### src/rtl/icache_stream_prefetch.sv
// Single-stream sequential prefetch buffer between the icache line-fill port and imem.
// Optional statistics counters are compiled in when PREFETCH_STATS_EN is defined.
module icache_stream_prefetch #(
    parameter int DEPTH      = 4,
    parameter int ADDR_WIDTH = 32
) (
    input  logic                  clk,
    input  logic                  resetn,
    input  logic                  req_valid,
    output logic                  req_ready,
    input  logic [ADDR_WIDTH-1:0] req_addr,
    output logic [31:0]           req_rdata,
    output logic                  mem_valid,
    input  logic                  mem_ready,
    output logic [ADDR_WIDTH-1:0] mem_addr,
    input  logic [31:0]           mem_rdata
`ifdef PREFETCH_STATS_EN
    ,
    output logic [31:0]           dbg_hit_count,
    output logic [31:0]           dbg_miss_count,
    output logic [31:0]           dbg_pf_issue_count
`endif
);

    localparam int              PW   = $clog2(DEPTH);
    localparam logic [PW:0]     FULL = (PW+1)'(DEPTH);
    localparam logic [ADDR_WIDTH-1:0] WORD_MASK = ~(ADDR_WIDTH'(3));
    localparam logic [ADDR_WIDTH-1:0] WORD_BYTES = ADDR_WIDTH'(4);

    typedef enum logic [2:0] {IDLE, HIT_RSP, WAIT_PF, DRAIN, DEMAND, DEMAND_RSP} state_e;

    state_e                  state_q;
    logic                    req_ready_q;
    logic [31:0]             req_rdata_q;
    logic                    mem_valid_q;
    logic [ADDR_WIDTH-1:0]   mem_addr_q;
    logic [ADDR_WIDTH-1:0]   head_addr_q;
    logic [PW-1:0]           rd_ptr_q;
    logic [PW:0]             vcnt_q, vcnt_d;
    logic                    active_q;
    logic [31:0]             buf_q [DEPTH];

    // Valid entries occupy rd_ptr..rd_ptr+vcnt-1; an in-flight prefetch is the entry just after.
    logic                  pf_busy, pf_done, idle_req, head_match;
    logic                  hit_fifo, wait_hit, miss, append, pf_issue;
    logic [PW-1:0]         wr_idx;
    logic [ADDR_WIDTH-1:0] pf_addr;

    assign pf_busy    = mem_valid_q && (state_q != DEMAND);
    assign pf_done    = pf_busy && mem_ready;
    assign idle_req   = (state_q == IDLE) && req_valid;
    assign head_match = (req_addr & WORD_MASK) == head_addr_q;
    assign hit_fifo   = idle_req && head_match && (vcnt_q != '0);
    assign wait_hit   = idle_req && head_match && (vcnt_q == '0) && pf_busy;
    assign miss       = idle_req && !hit_fifo && !wait_hit;
    assign append     = pf_done && ((state_q == HIT_RSP) ||
                                    ((state_q == IDLE) && (!req_valid || hit_fifo)));
    assign pf_issue   = (state_q == IDLE) && !req_valid && active_q && !mem_valid_q
                        && (vcnt_q < FULL);
    assign wr_idx     = rd_ptr_q + vcnt_q[PW-1:0];
    assign pf_addr    = head_addr_q + (ADDR_WIDTH'(vcnt_q) << 2);

    always_comb begin
        vcnt_d = vcnt_q;
        if (miss)
            vcnt_d = '0;
        else
            vcnt_d = vcnt_q + (PW+1)'(append) - (PW+1)'(hit_fifo);
    end

    always_ff @(posedge clk or negedge resetn) begin
        if (!resetn) begin
            state_q     <= IDLE;
            req_ready_q <= 1'b0;
            req_rdata_q <= '0;
            mem_valid_q <= 1'b0;
            mem_addr_q  <= '0;
            head_addr_q <= '0;
            rd_ptr_q    <= '0;
            vcnt_q      <= '0;
            active_q    <= 1'b0;
        end else begin
            // NOTE: every register here takes <= so all branches see pre-edge values.
            vcnt_q      <= vcnt_d;
            req_ready_q <= 1'b0;
            if (mem_valid_q && mem_ready)
                mem_valid_q <= 1'b0;
            if (pf_issue) begin
                mem_valid_q <= 1'b1;
                mem_addr_q  <= pf_addr;
            end
            case (state_q)
                IDLE: begin
                    if (hit_fifo) begin
                        req_ready_q <= 1'b1;
                        req_rdata_q <= buf_q[rd_ptr_q];
                        rd_ptr_q    <= rd_ptr_q + 1'b1;
                        head_addr_q <= head_addr_q + WORD_BYTES;
                        state_q     <= HIT_RSP;
                    end else if (wait_hit && mem_ready) begin
                        req_ready_q <= 1'b1;
                        req_rdata_q <= mem_rdata;
                        rd_ptr_q    <= rd_ptr_q + 1'b1;
                        head_addr_q <= head_addr_q + WORD_BYTES;
                        state_q     <= HIT_RSP;
                    end else if (wait_hit) begin
                        state_q <= WAIT_PF;
                    end else if (miss) begin
                        state_q <= (pf_busy && !mem_ready) ? DRAIN : DEMAND;
                    end
                end
                HIT_RSP: state_q <= IDLE;
                WAIT_PF: begin
                    if (mem_ready) begin
                        req_ready_q <= 1'b1;
                        req_rdata_q <= mem_rdata;
                        rd_ptr_q    <= rd_ptr_q + 1'b1;
                        head_addr_q <= head_addr_q + WORD_BYTES;
                        state_q     <= HIT_RSP;
                    end
                end
                DRAIN: begin
                    if (mem_ready)
                        state_q <= DEMAND;
                end
                DEMAND: begin
                    // Requester holds req_addr until req_ready, so it is read live here.
                    if (!mem_valid_q) begin
                        mem_valid_q <= 1'b1;
                        mem_addr_q  <= req_addr & WORD_MASK;
                    end else if (mem_ready) begin
                        req_ready_q <= 1'b1;
                        req_rdata_q <= mem_rdata;
                        head_addr_q <= mem_addr_q + WORD_BYTES;
                        active_q    <= 1'b1;
                        state_q     <= DEMAND_RSP;
                    end
                end
                DEMAND_RSP: state_q <= IDLE;
                default:    state_q <= IDLE;
            endcase
        end
    end

    // NOTE: data storage has no reset; vcnt alone decides which entries are meaningful.
    always_ff @(posedge clk) begin
        if (append)
            buf_q[wr_idx] <= mem_rdata;
    end

    assign req_ready = req_ready_q;
    assign req_rdata = req_rdata_q;
    assign mem_valid = mem_valid_q;
    assign mem_addr  = mem_addr_q;

`ifdef PREFETCH_STATS_EN
    logic [31:0] hit_cnt_q, miss_cnt_q, issue_cnt_q;
    logic        hit_evt, miss_evt;

    assign hit_evt  = hit_fifo || (wait_hit && mem_ready) || ((state_q == WAIT_PF) && mem_ready);
    assign miss_evt = (state_q == DEMAND) && mem_valid_q && mem_ready;

    always_ff @(posedge clk or negedge resetn) begin
        if (!resetn) begin
            hit_cnt_q   <= '0;
            miss_cnt_q  <= '0;
            issue_cnt_q <= '0;
        end else begin
            if (hit_evt && (hit_cnt_q != '1))
                hit_cnt_q <= hit_cnt_q + 1'b1;
            if (miss_evt && (miss_cnt_q != '1))
                miss_cnt_q <= miss_cnt_q + 1'b1;
            if (pf_issue && (issue_cnt_q != '1))
                issue_cnt_q <= issue_cnt_q + 1'b1;
        end
    end

    assign dbg_hit_count      = hit_cnt_q;
    assign dbg_miss_count     = miss_cnt_q;
    assign dbg_pf_issue_count = issue_cnt_q;
`endif

endmodule

### config.mk
export PLATFORM = sky130hd
export DESIGN_NAME = icache_stream_prefetch
export DESIGN_NICKNAME = d
export VERILOG_FILES = /design/src/rtl/icache_stream_prefetch.sv
export SDC_FILE = /design/constraint.sdc
export NUM_CORES = 1
export LEC_CHECK = 0
export BUFFER_PORTS_ARGS = -buffer_cell sky130_fd_sc_hd__buf_2
export CORE_MARGIN = 5
export CORE_UTILIZATION = 59
export DETAILED_ROUTE_END_ITERATION = 10
export GPL_TIMING_DRIVEN = 0
export PLACE_DENSITY_LB_ADDON = 0.2
export SLEW_MARGIN = 20
export SYNTH_ARGS = -nofsm -noshare
export SYNTH_HDL_FRONTEND = slang
export SYNTH_SLANG_ARGS = --single-unit
### constraint.sdc
create_clock -name clk -period 5.7 [get_ports clk]
set_input_delay 0.855 -clock clk [delete_from_list [all_inputs] [get_ports clk]]
set_output_delay 0.855 -clock clk [all_outputs]
set_load 0.05 [all_outputs]
==> tab_implementation.tex <==
\begin{tabular}{lr}
\hline
Metric & Value \\
\hline
\multicolumn{2}{l}{\textbf{Status}} \\
\quad Outcome & finished clean \\
\multicolumn{2}{l}{\textbf{Setup path}} \\
\quad Critical path endpoint category & flip-flop \\
\quad Data required, critical path & about 6000 ps \\
\quad Worst Reg2Reg Path Length in Cells & 14 \\
\quad Startpoint type of the worst setup path & flip-flop \\
\quad Critical path data arrival time & around 5700 ps \\
\quad Worst Path Max Fanout & 10 \\
\quad Type of the worst setup path & reg -> reg \\
\multicolumn{2}{l}{\textbf{Timing}} \\
\quad Period Utilization, post-route & between 90\% and 100\% \\
\quad Final worst setup slack & $\sim$300 ps \\
\quad Time the final worst path needs with I/O delays and setup & approximately 5400 ps \\
\quad Final-report hold violation count & 0 \\
\quad Setup repair after global routing missed its margin & no \\
\quad Total setup violations reported at the end of the flow & 0 \\
\quad Setup TNS after final layout & 0 ps \\
\quad Number of pins with negative max-slew slack in the final report & 0 \\
\quad Remaining max-slew budget at the tightest pin & 19.6\% \\
\quad Transition time at the pin with the least slew margin & around 1200 ps \\
\quad Highest attainable clock frequency & 185 MHz \\
\quad Worst setup skew after layout & about 15 ps \\
\multicolumn{2}{l}{\textbf{Logic synthesis}} \\
\quad Library cells used by synthesis & just over 70 \\
\quad Syn Nets & roughly 1100 \\
\quad Sequential share of the synthesized area & between 50\% and 60\% \\
\quad Share of synthesized registers carrying an async set or reset & 45.5\% \\
\quad Most frequently used flop master after synthesis & edfxtp\_1 \\
\quad Mapped Avg Cell Area & between 10 and 15 um2 \\
\quad Dominant cell type by area after synthesis & edfxtp\_1 \\
\quad Post-Syn Instances & 1024 \\
\quad Area of the mapped netlist & $\sim$0.012 mm2 \\
\quad Top cells by count, synth & edfxtp\_1 (128), dfrtp\_1 (107), o21ai\_0 (92), nand2\_1 (88), clkbuf\_1 (59) \\
\quad Leading post-synthesis cells by cell area & edfxtp\_1 (32\%), dfrtp\_1 (22\%), mux4\_2 (6.0\%), mux2i\_1 (4.4\%), o21ai\_0 (3.9\%) \\
\quad Most frequent cell after synthesis & edfxtp\_1 \\
\quad Flops \& latches, synth & 235 \\
\quad Number of synthesized flops with an enable pin & about 130 \\
\quad Share of the synthesized area in the top cell type & 32.2\% \\
\quad Total of warnings raised by yosys & 0 \\
\multicolumn{2}{l}{\textbf{Power}} \\
\quad Gate power share & between 40\% and 50\% \\
\quad P\_leak & roughly 0.0056 uW \\
\quad Post-layout power & 7770 uW \\
\quad Pwr per Cell Area & approximately 560 mW/mm2 \\
\quad Switching share of total power & 44.6\% \\
\quad Proportion of power drawn by flip-flops and latches & between 30\% and 40\% \\
\quad Switching power summed over all nets & 3460 uW \\
\quad Portion of total power attributed to the clock network & between 20 and 25\% \\
\quad Internal Power & around 4300 uW \\
\quad Peak VDD IR & $\sim$420 uV \\
\multicolumn{2}{l}{\textbf{Floorplanning}} \\
\quad Total number of placement rows & between 50 and 60 \\
\quad Die boundary height & 152 um \\
\quad Die extent in x & roughly 150 um \\
\quad Initial Utilization & around three fifths \\
\quad Die outline area & roughly 0.023 mm2 \\
\quad Floorplan core area & around 0.02 mm2 \\
\quad Number of top-level design ports & between 100 and 150 \\
\multicolumn{2}{l}{\textbf{Drt}} \\
\quad DRT iter0 DRCs & 1040 \\
\quad Met2 wire length & roughly 17 mm \\
\quad Final antenna-violating net count & 0 \\
\quad Total number of vias & about 9400 \\
\quad Average vias per placed instance & 6.32 \\
\quad Wire length per cell after detailed routing & about 23 um \\
\quad Sum of met3 wire segment lengths after detailed routing & approximately 2.9 mm \\
\quad First-pass DRT Iterations & 6 \\
\quad DRT met1 WL & roughly 14 mm \\
\quad Final Routed Wirelength & 34.7 mm \\
\quad DRC & 0 \\
\quad Max Used Layer & met4 \\
\multicolumn{2}{l}{\textbf{Layout}} \\
\quad Nets & $\sim$1300 \\
\quad Fill count & 1529 \\
\quad Post-Route Utilization & roughly 70\% \\
\quad Post-route non-filler standard cell count & between 1000 and 1500 \\
\quad Proportion of layout cells with a drive suffix above 1 & between 20\% and 30\% \\
\quad Area delta synth->final & 17.2\% \\
\multicolumn{2}{l}{\textbf{Clocking}} \\
\quad CTS Root Cell & clkbuf\_16 \\
\quad Number of buffers created by CTS & 25 \\
\quad Number of buffers added for setup after CTS & 0 \\
\quad TritonCTS Sinks & $\sim$240 \\
\quad Clock Tree Buf Depth & 3 \\
\quad TritonCTS clock tree & done \\
\quad Clock slew seen by the registers of the worst setup and hold paths & $\sim$60 ps \\
\quad Clock latency of the later-clocked register in the worst-skew pair & $\sim$520 ps \\
\quad Clock H-tree levels & 1 \\
\multicolumn{2}{l}{\textbf{Global route}} \\
\quad Vias in the first global route & 9552 \\
\quad Largest net degree at the start of global routing & between 60 and 70 \\
\quad Overall Global Routing Usage & slightly below 30\% \\
\quad Grt ovf & 0 \\
\quad First-pass GRT wire length & around 54 mm \\
\quad Initial antenna violation count & 1 \\
\multicolumn{2}{l}{\textbf{Placement}} \\
\quad Number of buffers added on ports & about 130 \\
\quad Placed Cells incl. Taps & around 1400 \\
\quad Half-perimeter wire length of the detailed placement result & about 24 mm \\
\quad Pre-CTS setup slack & 388 ps \\
\quad Final GP Congestion & approximately 0.97 \\
\multicolumn{2}{l}{\textbf{Run}} \\
\quad Max Cap Violations & 0 \\
\multicolumn{2}{l}{\textbf{Min path}} \\
\quad Classification of the worst-slack hold path & in -> async \\
\hline
\end{tabular}
-- power groups by stage --
stage / clock (uW) / combinational [uW] / sequential (uW)
finish: 1680 / 3520 / 2570
global route: 1780 / 3760 / 2610
CTS: 1700 / 3490 / 2560
detailed placement: 0 / 3470 / 2590
global placement: 0 / 3370 / 2580
floorplan: 0 / 1760 / 3220
-- cell families (layout without fill, tap and decap cells) --
| group | count (synthesis) | after routing | synth area share (%) |
|---|---|---|---|
| and+or+nand+nor | 304 | 304 | 13.0 |
| adders and majority gates | 9 | 9 | 1.07 |
| DFF | 235 | 235 | 54.7 |
| buffers and inverters | 94 | 287 | 3.25 |
| AOI/OAI and AO/OA | 224 | 224 | 12.0 |
| other | 0 | 1 | 0 |
| muxes | 92 | 92 | 11.2 |
| xor gates and xnor gates | 66 | 66 | 4.85 |
-- cells in the final DEF (no fill, tap or decap), types with 9 or more instances in the layout --
master | Yosys | layout
a31oi_1 | 15 | 15
inv_1 | 12 | 12
clkbuf_1 | 59 | 65
nor3_1 | 21 | 17
buf_4 | 0 | 9
a22oi_1 | 16 | 16
clkbuf_16 | 0 | 25
nand4_1 | 19 | 19
buf_6 | 3 | 11
mux4_2 | 32 | 32
xor2_1 | 33 | 33
a21oi_1 | 25 | 25
and2_1 | 13 | 13
nand2_1 | 88 | 88
nand2b_1 | 10 | 10
buf_2 | 10 | 140
nor2_1 | 52 | 52
dfrtp_1 | 107 | 107
edfxtp_1 | 128 | 128
buf_1 | 10 | 10
xnor2_1 | 33 | 33
nand3_1 | 27 | 27
o21ai_0 | 92 | 92
nor4_1 | 21 | 21
mux2i_1 | 52 | 52
-- flip-flops by register name, indices dropped and copies added (netlist names) --
signal,flops
active_q,1
rd_ptr_q,2
buf_q,128
req_ready,1
req_rdata,32
mem_addr,32
mem_valid,1
state_q,3
head_addr_q,32
vcnt_q,3
-- per-layer routing --
layer | vias to the layer above | global-route usage [%]
met5 | - | 0
met2 | 486 | 48.7
met1 | 4598 | 38.2
li1 | 4207 | -
met3 | 107 | 5.37
met4 | 0 | 12.8
-- worst paths after layout --
| check | startpoint | end | slack (ps) |
|---|---|---|---|
| max | state_q[1]$_DFFE_PN0P_ | head_addr_q[24]$_DFFE_PN0P_ | 310 |
| min | resetn | head_addr_q[10]$_DFFE_PN0P_ | 270 |
| max reg2reg | state_q[1]$_DFFE_PN0P_ | head_addr_q[24]$_DFFE_PN0P_ | 310 |
| min reg2reg | active_q$_DFFE_PN0P_ | active_q$_DFFE_PN0P_ | 470 |
| max in group asynchronous | resetn | req_rdata[6]$_DFFE_PN0P_ | 4730 |
| min in group clk | active_q$_DFFE_PN0P_ | active_q$_DFFE_PN0P_ | 470 |
-- timing repair --
item | in CTS | in global routing
hold endpoints to repair | 0 | 0
gates resized for setup | 0 | 2
endpoints found under the setup margin | 0 | 5
hold buffers | 0 | 0
-- stage by stage --
stage                     hold slack, ps  area (um2)
after floorplan                      441       11900
after global placement               452       12900
after detailed placement             457       13100
after CTS                            279       14000
after global routing                 297       14000
final                                268       14000
-- critical path, cell delays in order (launching register included) --
cell	delay, ps
dfrtp_1	450
nor3b_1	540
clkbuf_1	530
buf_1	520
clkbuf_2	390
buf_1	530
nand2_1	100
o21ai_0	90
ha_1	170
clkbuf_1	390
o211ai_1	480
clkbuf_1	400
o21a_1	260
o31ai_1	200
o21ai_0	140
-- area by class of cell --
class / count / area [um2] / area share (%)
Inverter: 12 / 45.0 / 0.322
Tap cell: 270 / 338 / 2.42
Buffer: 82 / 344 / 2.46
Multi-Input combinational cell: 695 / 5050 / 36.1
Timing Repair Buffer: 148 / 836 / 5.98
Antenna cell: 1 / 2.50 / 0.0179
Clock buffer: 33 / 666 / 4.76
Sequential cell: 235 / 6520 / 46.7
Clock inverter: 12 / 176 / 1.26
No activity file was read; power rests on OpenSTA's default activity.
